===== src/rtl/d_hazard_scoreboard_pkg.sv =====
// Shared constants for the decode-stage hazard unit: field widths, stage
// index encoding for forward selects, and default MDU latencies.
package d_hazard_scoreboard_pkg;

  localparam int TW_DEF       = 2;
  localparam int MULT_CYC_DEF = 5;
  localparam int DIV_CYC_DEF  = 10;

  localparam int STG_RF = 0;
  localparam int STG_E  = 1;
  localparam int STG_M  = 2;
  localparam int STG_W  = 3;

endpackage


===== src/rtl/d_hazard_scoreboard_mdu_busy_model.sv =====
// Busy model for the multiply/divide unit: a countdown started by a
// mult/div in E that stalls any HI/LO instruction sitting in D.
module d_hazard_scoreboard_mdu_busy_model
  import d_hazard_scoreboard_pkg::*;
#(
  parameter int MULT_CYC = MULT_CYC_DEF,
  parameter int DIV_CYC  = DIV_CYC_DEF
) (
  input  logic clk,
  input  logic reset,
  input  logic start,
  input  logic div,
  input  logic hilo_op,
  output logic busy,
  output logic stall_mdu
);

  localparam int CW = $clog2(DIV_CYC + 1);

  logic [CW-1:0] cnt;

  // A start while still counting reloads: the newest operation owns HI/LO.
  always_ff @(posedge clk) begin
    if (!reset) begin
      cnt <= '0;
    end else if (start) begin
      cnt <= div ? CW'(DIV_CYC) : CW'(MULT_CYC);
    end else if (cnt != '0) begin
      cnt <= cnt - CW'(1);
    end
  end

  assign busy      = start | (cnt != '0);
  assign stall_mdu = hilo_op & busy;

endmodule


===== src/rtl/d_hazard_scoreboard.sv =====
// Decode-stage hazard unit: Tnew-countdown scoreboard of in-flight writers,
// Tuse comparison for stall, youngest-match forward select, stall counter.
module d_hazard_scoreboard
  import d_hazard_scoreboard_pkg::*;
#(
  parameter int NSTAGE   = 3,
  parameter int TW       = TW_DEF,
  parameter int MULT_CYC = MULT_CYC_DEF,
  parameter int DIV_CYC  = DIV_CYC_DEF,
  parameter int CNTW     = 32,
  localparam int FW      = $clog2(NSTAGE + 1)
) (
  input  logic            clk,
  input  logic            reset,
  input  logic [4:0]      D_rs,
  input  logic [4:0]      D_rt,
  input  logic [TW-1:0]   D_Tuse_rs,
  input  logic [TW-1:0]   D_Tuse_rt,
  input  logic [4:0]      D_A3,
  input  logic [TW-1:0]   D_Tnew,
  input  logic            D_HILO_op,
  input  logic            E_mdu_start,
  input  logic            E_mdu_div,
  output logic            stall,
  output logic [FW-1:0]   fwd_rs,
  output logic [FW-1:0]   fwd_rt,
  output logic            mdu_busy,
  output logic [CNTW-1:0] stall_cnt
);

  logic [4:0]    a3_q   [1:NSTAGE];
  logic [TW-1:0] tnew_q [1:NSTAGE];
  logic [NSTAGE:1] hit_rs, hit_rt, haz_rs, haz_rt;
  logic stall_mdu;

  function automatic logic [TW-1:0] sat_dec(input logic [TW-1:0] t);
    return (t == '0) ? t : t - TW'(1);
  endfunction

  // Stalled cycles still drain the older stages; only stage 1 takes a bubble.
  always_ff @(posedge clk) begin
    if (!reset) begin
      for (int k = 1; k <= NSTAGE; k++) begin
        a3_q[k]   <= '0;
        tnew_q[k] <= '0;
      end
    end else begin
      a3_q[1]   <= stall ? '0 : D_A3;
      tnew_q[1] <= stall ? '0 : D_Tnew;
      for (int k = 2; k <= NSTAGE; k++) begin
        a3_q[k]   <= a3_q[k-1];
        tnew_q[k] <= sat_dec(tnew_q[k-1]);
      end
    end
  end

  // A nonzero source match implies a nonzero writer, so $0 never hits.
  for (genvar k = 1; k <= NSTAGE; k++) begin : g_cmp
    assign hit_rs[k] = (D_rs != '0) && (a3_q[k] == D_rs);
    assign hit_rt[k] = (D_rt != '0) && (a3_q[k] == D_rt);
    assign haz_rs[k] = hit_rs[k] && (tnew_q[k] > D_Tuse_rs);
    assign haz_rt[k] = hit_rt[k] && (tnew_q[k] > D_Tuse_rt);
  end

  // Scan oldest to youngest so the youngest match is the last write.
  always_comb begin
    fwd_rs = FW'(STG_RF);
    fwd_rt = FW'(STG_RF);
    for (int k = NSTAGE; k >= 1; k--) begin
      if (hit_rs[k]) fwd_rs = FW'(k);
      if (hit_rt[k]) fwd_rt = FW'(k);
    end
  end

  d_hazard_scoreboard_mdu_busy_model #(
    .MULT_CYC(MULT_CYC),
    .DIV_CYC (DIV_CYC)
  ) u_mdu_busy_model (
    .clk      (clk),
    .reset    (reset),
    .start    (E_mdu_start),
    .div      (E_mdu_div),
    .hilo_op  (D_HILO_op),
    .busy     (mdu_busy),
    .stall_mdu(stall_mdu)
  );

  assign stall = (|haz_rs) | (|haz_rt) | stall_mdu;

  always_ff @(posedge clk) begin
    if (!reset) begin
      stall_cnt <= '0;
    end else if (stall && (stall_cnt != '1)) begin
      stall_cnt <= stall_cnt + CNTW'(1);
    end
  end

endmodule

===== config.mk =====
export PLATFORM = sky130hd
export DESIGN_NAME = d_hazard_scoreboard
export DESIGN_NICKNAME = d
export VERILOG_FILES = /design/src/rtl/d_hazard_scoreboard_pkg.sv /design/src/rtl/d_hazard_scoreboard_mdu_busy_model.sv /design/src/rtl/d_hazard_scoreboard.sv
export SDC_FILE = /design/constraint.sdc
export NUM_CORES = 1
export LEC_CHECK = 0
export ABC_CLOCK_PERIOD_IN_PS = 4380
export CAP_MARGIN = 20
export CORE_MARGIN = 3
export CORE_UTILIZATION = 56
export DETAILED_ROUTE_END_ITERATION = 10
export PLACE_DENSITY = 0.85
export RECOVER_POWER = 25
export SLEW_MARGIN = 40
export SYNTH_ARGS = -nofsm -noshare
export SYNTH_HDL_FRONTEND = slang
export SYNTH_SLANG_ARGS = --single-unit

===== constraint.sdc =====
create_clock -name clk -period 4.38 [get_ports clk]
set_input_delay 0.876 -clock clk [delete_from_list [all_inputs] [get_ports clk]]
set_output_delay 0.876 -clock clk [all_outputs]
set_load 0.05 [all_outputs]

==> results.ini, run 1 <==
[layout]
mostFrequentLayoutCells = dfxtp_1, clkdlybuf4s50_1, nand2_1
syn2layout_area_growth_pct = 26.0
drive_above_1_share_pct = 5.18
final_common_cell = dfxtp_1
num_antenna_cells = 0
final_core_util_pct = 75.8
nets = 480
nFillCells = 380

[drt]
vias = 3032
drtIter0Drc = 186
vias_per_cell = 5.90
wl_per_cell_um = 14.9
ant_nets = 0
routed_wl_um = 7670
drt_pass1_iterations = 5
drc_errors = 0

[floorplanning]
start_util_pct = 60.2
die_x_um = 81.7
coreArea_mm2 = 0.00534
die_h_um = 81.7
die_area_mm2 = 0.00668
row_count = 26
ios = 64

[synth]
synth_cells = 382
synth_edf_count = 0
synth-main-ff-cell = dfxtp_1
synth_top_cell_by_area = dfxtp_1
yosysSeqAreaShare_pct = 35.5
syn_area_mm2 = 0.00321
ys_types = 45
netlist_top_cells_area = dfxtp_1, ha_1, xnor2_1
synth_fp_nets = 423
postSynthAreaPerCell_um2 = 8.40
synthDominantCellAreaShare_pct = 35.5
yosysWarnings = 0
ys_ff_latch = 57
synth-async-reset-ratio_pct = 0

[timing]
tns_ps = 0
max_freq_ghz = 0.246
slew_violations = 48
hold_viol = 0
grt_setup_unrepaired = false
finalSetupViolations = 0
setup_ws_ps = 317
timing.final.crit_share_pct = 92.8
min_period_ps = 4060
whs_ps = 421
tightestPinTransition_ps = 1680
timing.slew.headroom_pct = -12.2
finClkSkew_ps = 10.1

[critical_path]
crit_arrival_ps = 3190
reg2reg_to = stall_cnt[17]$_SDFFE_PN0P_
worstReg2RegStart = stall_cnt[17]$_SDFFE_PN0P_
path_class = in -> out
r2r_cells = 7
required_ps = 3500
endpoint_kind = primary output
setup.worst_path.start_class = input pin
critPathMaxFanout = 4
reg2reg_slack_ps = 1650

[place]
post-place-ws_ps = 339
hpwl_um = 5600
io_buffers = 63
place.gp.congestion = 0.891

[pwr]
swShare_pct = 27.2
p_int_uw = 884
ir_drop_mv = 0.302
p_comb_share_pct = 16.5
power.total_mw = 1.21
p_leak_nw = 1.47
power_switching_uw = 331
p_per_area_mw_per_mm2 = 300
pwr-share-seq_pct = 45.0
pwr-share-clk_pct = 38.5

[grt]
grt_pass1_wl_um = 12800
grtUsageTotal_pct = 24.7
antenna_found_initial = 0
gr-total-overflow = 0
first_global_vias = 2734
grt_max_degree = 59

[clock_tree]
ctsHoldBuffers = 0
cts-root-buf = clkbuf_8
cts_buffers = 9
cts_tree = yes
insertion_delay_ps = 340
cts_sinks = 57
post_cts_resized = 0
htreeDepth = 3
cts.path.max_buffers = 2
path_clk_slew_ps = 60
postCtsSetupRepairBufs = 0

[worst_hold_path]
holdCritPathClass = reg -> reg
holdPathEnd = tnew_q[0][6]$_SDFF_PN0_
min-delay-start = tnew_q[0][4]$_SDFF_PN0_
min_delay_path_depth = 1

[status]
outcome = complete, but fails checks
violations = capacitance limit, slew limit

[run]
max-cap-violations = 1

==> how the worst max path moves through the flow <==
stage,start,to,slack (ps),cells past startpoint
after detailed placement,D_rt[1],stall,340,8
after global placement,D_rs[1],fwd_rs[0],370,6
after CTS,D_rt[1],stall,320,8
final,D_rt[1],stall,320,8
after floorplan,D_rt[1],stall,730,9
after global routing,D_rs[1],fwd_rs[0],180,6
==> per-stage QoR <==
step,instances,area (um^2)
final,514,4050
after global routing,514,4050
after CTS,514,4050
after detailed placement,498,3860
after global placement,498,3860
after floorplan,382,3210
==> layer usage <==
metal / share of wire, % / GRT usage (%) / vias to the layer above / routed length (um)
li1: - / - / 1501 / -
met1: 46 / 32.3 / 1426 / 3500
met2: 47 / 37.9 / 88 / 3590
met3: 5.5 / 7.46 / 17 / 421
met4: 2.0 / 9.80 / 0 / 157
met5: 0 / 0 / - / 0
==> sequential cells by signal (all words and copies together) (netlist names) <==
register	count
a3_q	15
stall_cnt	32
u_mdu_busy_model.cnt	4
tnew_q	6
==> power by group through the flow <==
stage	Sequential [mW]	Clock, mW	Combinational (mW)
floorplan	0.564	0	0.127
global placement	0.558	0	0.193
detailed placement	0.558	0	0.200
CTS	0.547	0.477	0.201
global route	0.549	0.499	0.221
finish	0.547	0.468	0.200
==> synthesized netlist by cell type, types with 10 or more instances <==
cell type	instances
a21oi_1	27
and2_1	14
and3_1	14
clkbuf_1	14
dfxtp_1	57
ha_1	15
inv_1	15
mux2i_1	10
nand2_1	32
nand3_1	18
nand4_1	12
nor2_1	14
nor4_1	11
o21ai_0	15
or3_1	11
or4_1	10
xnor2_1	17
xor2_1	17
==> final cells by class <==
| cell class | instances | area [um^2] | share of cell area, % |
|---|---|---|---|
| Multi-Input combinational cell | 291 | 1920 | 47.5 |
| Sequential cell | 57 | 1140 | 28.2 |
| Timing Repair Buffer | 65 | 644 | 15.9 |
| Clock buffer | 14 | 183 | 4.52 |
| Tap cell | 70 | 87.6 | 2.17 |
| Inverter | 15 | 56.3 | 1.39 |
| Clock inverter | 2 | 10.0 | 0.247 |
==> critical path, stage by stage <==
cell and delay, ps:
clkdlybuf4s50_1 520, or4_4 600, o211ai_1 210, nor2_1 80, a221oi_1 360, and2_1 290, inv_1 70, buf_4 190
==> cell families after synthesis <==
family          synth area share, %
simple gates                   28.3
xor+xnor                       9.27
flops                          35.5
mux                            3.12
compound gates                 13.4
buf+inv                        4.56
fa+ha+maj                      5.85
No activity file was read; power rests on OpenSTA's default activity.
==> run 2, diff against run 1 <==
--- a/config.mk
+++ b/config.mk
@@ -5,12 +5,15 @@
 export SDC_FILE = /design/constraint.sdc
 export NUM_CORES = 1
 export LEC_CHECK = 0
+export ABC_AREA = 1
 export ABC_CLOCK_PERIOD_IN_PS = 4380
 export CAP_MARGIN = 20
+export CELL_PAD_IN_SITES_DETAIL_PLACEMENT = 1
+export CELL_PAD_IN_SITES_GLOBAL_PLACEMENT = 2
 export CORE_MARGIN = 3
-export CORE_UTILIZATION = 56
+export CORE_UTILIZATION = 31
 export DETAILED_ROUTE_END_ITERATION = 10
-export PLACE_DENSITY = 0.85
+export PLACE_DENSITY = 0.84
 export RECOVER_POWER = 25
 export SLEW_MARGIN = 40
 export SYNTH_ARGS = -nofsm -noshare
==> run 2 against run 1 <==
  * The run still ends with capacitance limit, slew limit left
  * Global-route usage down 7.9 points
  * Non-clock buffer count did not move
  * Clock skew down 3.3 ps
==> results.ini, run 2 <==
[status]
outcome = complete, but fails checks
violations = capacitance limit, slew limit

[critical_path]
critPathLaunch = D_rt[2]
slowest_delay_ps = 820
path_class = in -> out
required_ps = 3500
crit_arrival_ps = 3050
slowest_stage = clkdlybuf4s50_1
worstPathCellList = clkdlybuf4s50_1, xnor2_1, nand2_1, nor3_1, a21oi_1, a21oi_1, clkdlybuf4s50_1
setup.worst_path.start_class = input pin
endpoint_kind = primary output
critPathMaxFanout = 4
worstReg2RegStart = tnew_q[0][5]$_SDFF_PN0_
path_buf_inv = 2
cpLargestDelayFamily = buffers and inverters

[timing]
tightestPinTransition_ps = 2110
timing.slew.headroom_pct = -40.8
grt_setup_unrepaired = false
hold_viol = 0
finalSetupViolations = 0
finClkSkew_ps = 6.77
min_period_ps = 3930
timing.final.crit_share_pct = 89.7
slew_violations = 46
tns_ps = 0
whs_ps = 430
max_freq_ghz = 0.255

[layout]
final_common_cell = nand2_1
mostFrequentLayoutCells = nand2_1, nor2_1, inv_1
nets = 640
drive_above_1_share_pct = 9.77
top_regs = stall_cnt (32), a3_q (15), tnew_q (6)
num_antenna_cells = 0
largest_register_ffs = 32
register_area_mm2 = 0.00114
nFillCells = 1426
multi_input_area_mm2 = 0.00209
syn2layout_area_growth_pct = 28.3
regMostFlops = stall_cnt

[grt]
first_global_vias = 3581
grtUsageTotal_pct = 16.8
grt_max_degree = 72
grt_pass1_wl_um = 17500
gr-total-overflow = 0
antenna_found_initial = 0

[clock_tree]
htreeDepth = 3
insertion_delay_ps = 330
cts_sinks = 57
postCtsSetupRepairBufs = 0
ctsHoldBuffers = 0
cts-root-buf = clkbuf_16
cts_tree = yes
cts.path.max_buffers = 2
cts_buffers = 9
path_clk_slew_ps = 50
post_cts_resized = 0

[pwr]
power.total_mw = 1.46
ir_drop_mv = 0.195
p_leak_nw = 2.05
p_per_area_mw_per_mm2 = 316

[synth]
yosysSeqAreaShare_pct = 31.6
netlist_top_cells_area = dfxtp_1, nand2_1, nor2_1
synth-main-ff-cell = dfxtp_1
synth_common_cells = nand2_1, nor2_1, inv_1
synth_top_cell_by_area = dfxtp_1
postSynthAreaPerCell_um2 = 6.71
ys_ff_latch = 57
synthDominantCellAreaShare_pct = 31.6
synth_edf_count = 0
synth_most_common_cell = nand2_1
synth-async-reset-ratio_pct = 0
synth_cells = 538
ys_types = 31
yosysWarnings = 0
synth_fp_nets = 579
syn_area_mm2 = 0.00361

[floorplanning]
start_util_pct = 32.5
ios = 64
die_x_um = 114
row_count = 38
die_area_mm2 = 0.0130
die_h_um = 114
coreArea_mm2 = 0.0111

[drt]
ant_nets = 0
drt_pass1_iterations = 4
drtIter0Drc = 91
routed_wl_um = 10200
wl_per_cell_um = 13.7
drc_errors = 0
vias = 3535
vias_per_cell = 4.75

[worst_hold_path]
holdCritPathClass = reg -> reg
min-delay-start = tnew_q[0][4]$_SDFF_PN0_

[run]
max-cap-violations = 1

[place]
hpwl_um = 7830
io_buffers = 63
place.gp.congestion = 0.806

==> run 2: cell count changes after synthesis, moves of 14 or more <==
cell     change
inv_1       +46
a21oi_1     +22
nor2_1      +60
nand3_1     +33
nand2_1     +87
and2_1      -14
==> run 2: path summary, 6_finish.rpt <==
kind         cells after the start  slack (ps)                          to
max                              7         450                   fwd_rt[1]
max reg2reg                     11        2020  stall_cnt[23]$_SDFFE_PN0P_
min reg2reg                      1         430     tnew_q[0][6]$_SDFF_PN0_
min                              1         430     tnew_q[0][6]$_SDFF_PN0_
==> run 2: layout make-up <==
cell class,instances,share of cell area [%]
Multi-Input combinational cell,393,45.2
Sequential cell,57,24.6
Timing Repair Buffer,65,14.1
Inverter,73,5.91
Clock buffer,9,4.86
Tap cell,140,3.78
Clock inverter,7,1.54
==> run 2: power breakdown <==
part / total, mW / switching, mW / internal (mW)
registers: 0.551 / 0.0160 / 0.535
logic: 0.223 / 0.136 / 0.0866
clock network: 0.691 / 0.253 / 0.438
total: 1.46 / 0.405 / 1.06
==> run 2: logic make-up (layout without fill, tap and decap cells) <==
kind of cell	Yosys count	count (layout)	share of synthesized area (%)
simple gates	295	295	38.6
buf+inv	88	154	10.4
compound gates	58	58	8.14
flops	57	57	31.6
xor+xnor	25	25	6.06
fa+ha+maj	15	15	5.20
==> run 2: layer usage <==
| layer | vias to the layer above | GRT usage, % | wire length (um) |
|---|---|---|---|
| met5 | - | 0 | 0 |
| met4 | 0 | 5.70 | 147 |
| met3 | 10 | 3.34 | 285 |
| met2 | 35 | 28.3 | 4890 |
| met1 | 1663 | 21.5 | 4840 |
| li1 | 1827 | - | - |
==> run 2: per-stage QoR <==
stage | instance area, um^2 | util, % | std cells | setup slack, ps
2_1_floorplan | 3610 | - | 538 | 1130
3_3_place_gp | 4340 | 39.0 | 728 | 513
3_5_place_dp | 4340 | 39.0 | 728 | 458
4_1_cts | 4640 | 41.7 | 744 | 446
5_1_grt | 4630 | 41.6 | 744 | 143
6_report | 4630 | 41.6 | 744 | 452
==> run 3, diff against run 2 <==
--- a/config.mk
+++ b/config.mk
@@ -13,6 +13,7 @@
 export CORE_MARGIN = 3
 export CORE_UTILIZATION = 31
 export DETAILED_ROUTE_END_ITERATION = 10
+export GPL_ROUTABILITY_DRIVEN = 1
 export PLACE_DENSITY = 0.84
 export RECOVER_POWER = 25
 export SLEW_MARGIN = 40
==> results of run 3 <==
Final layout, timing and power as in run 2 (identical DEF).
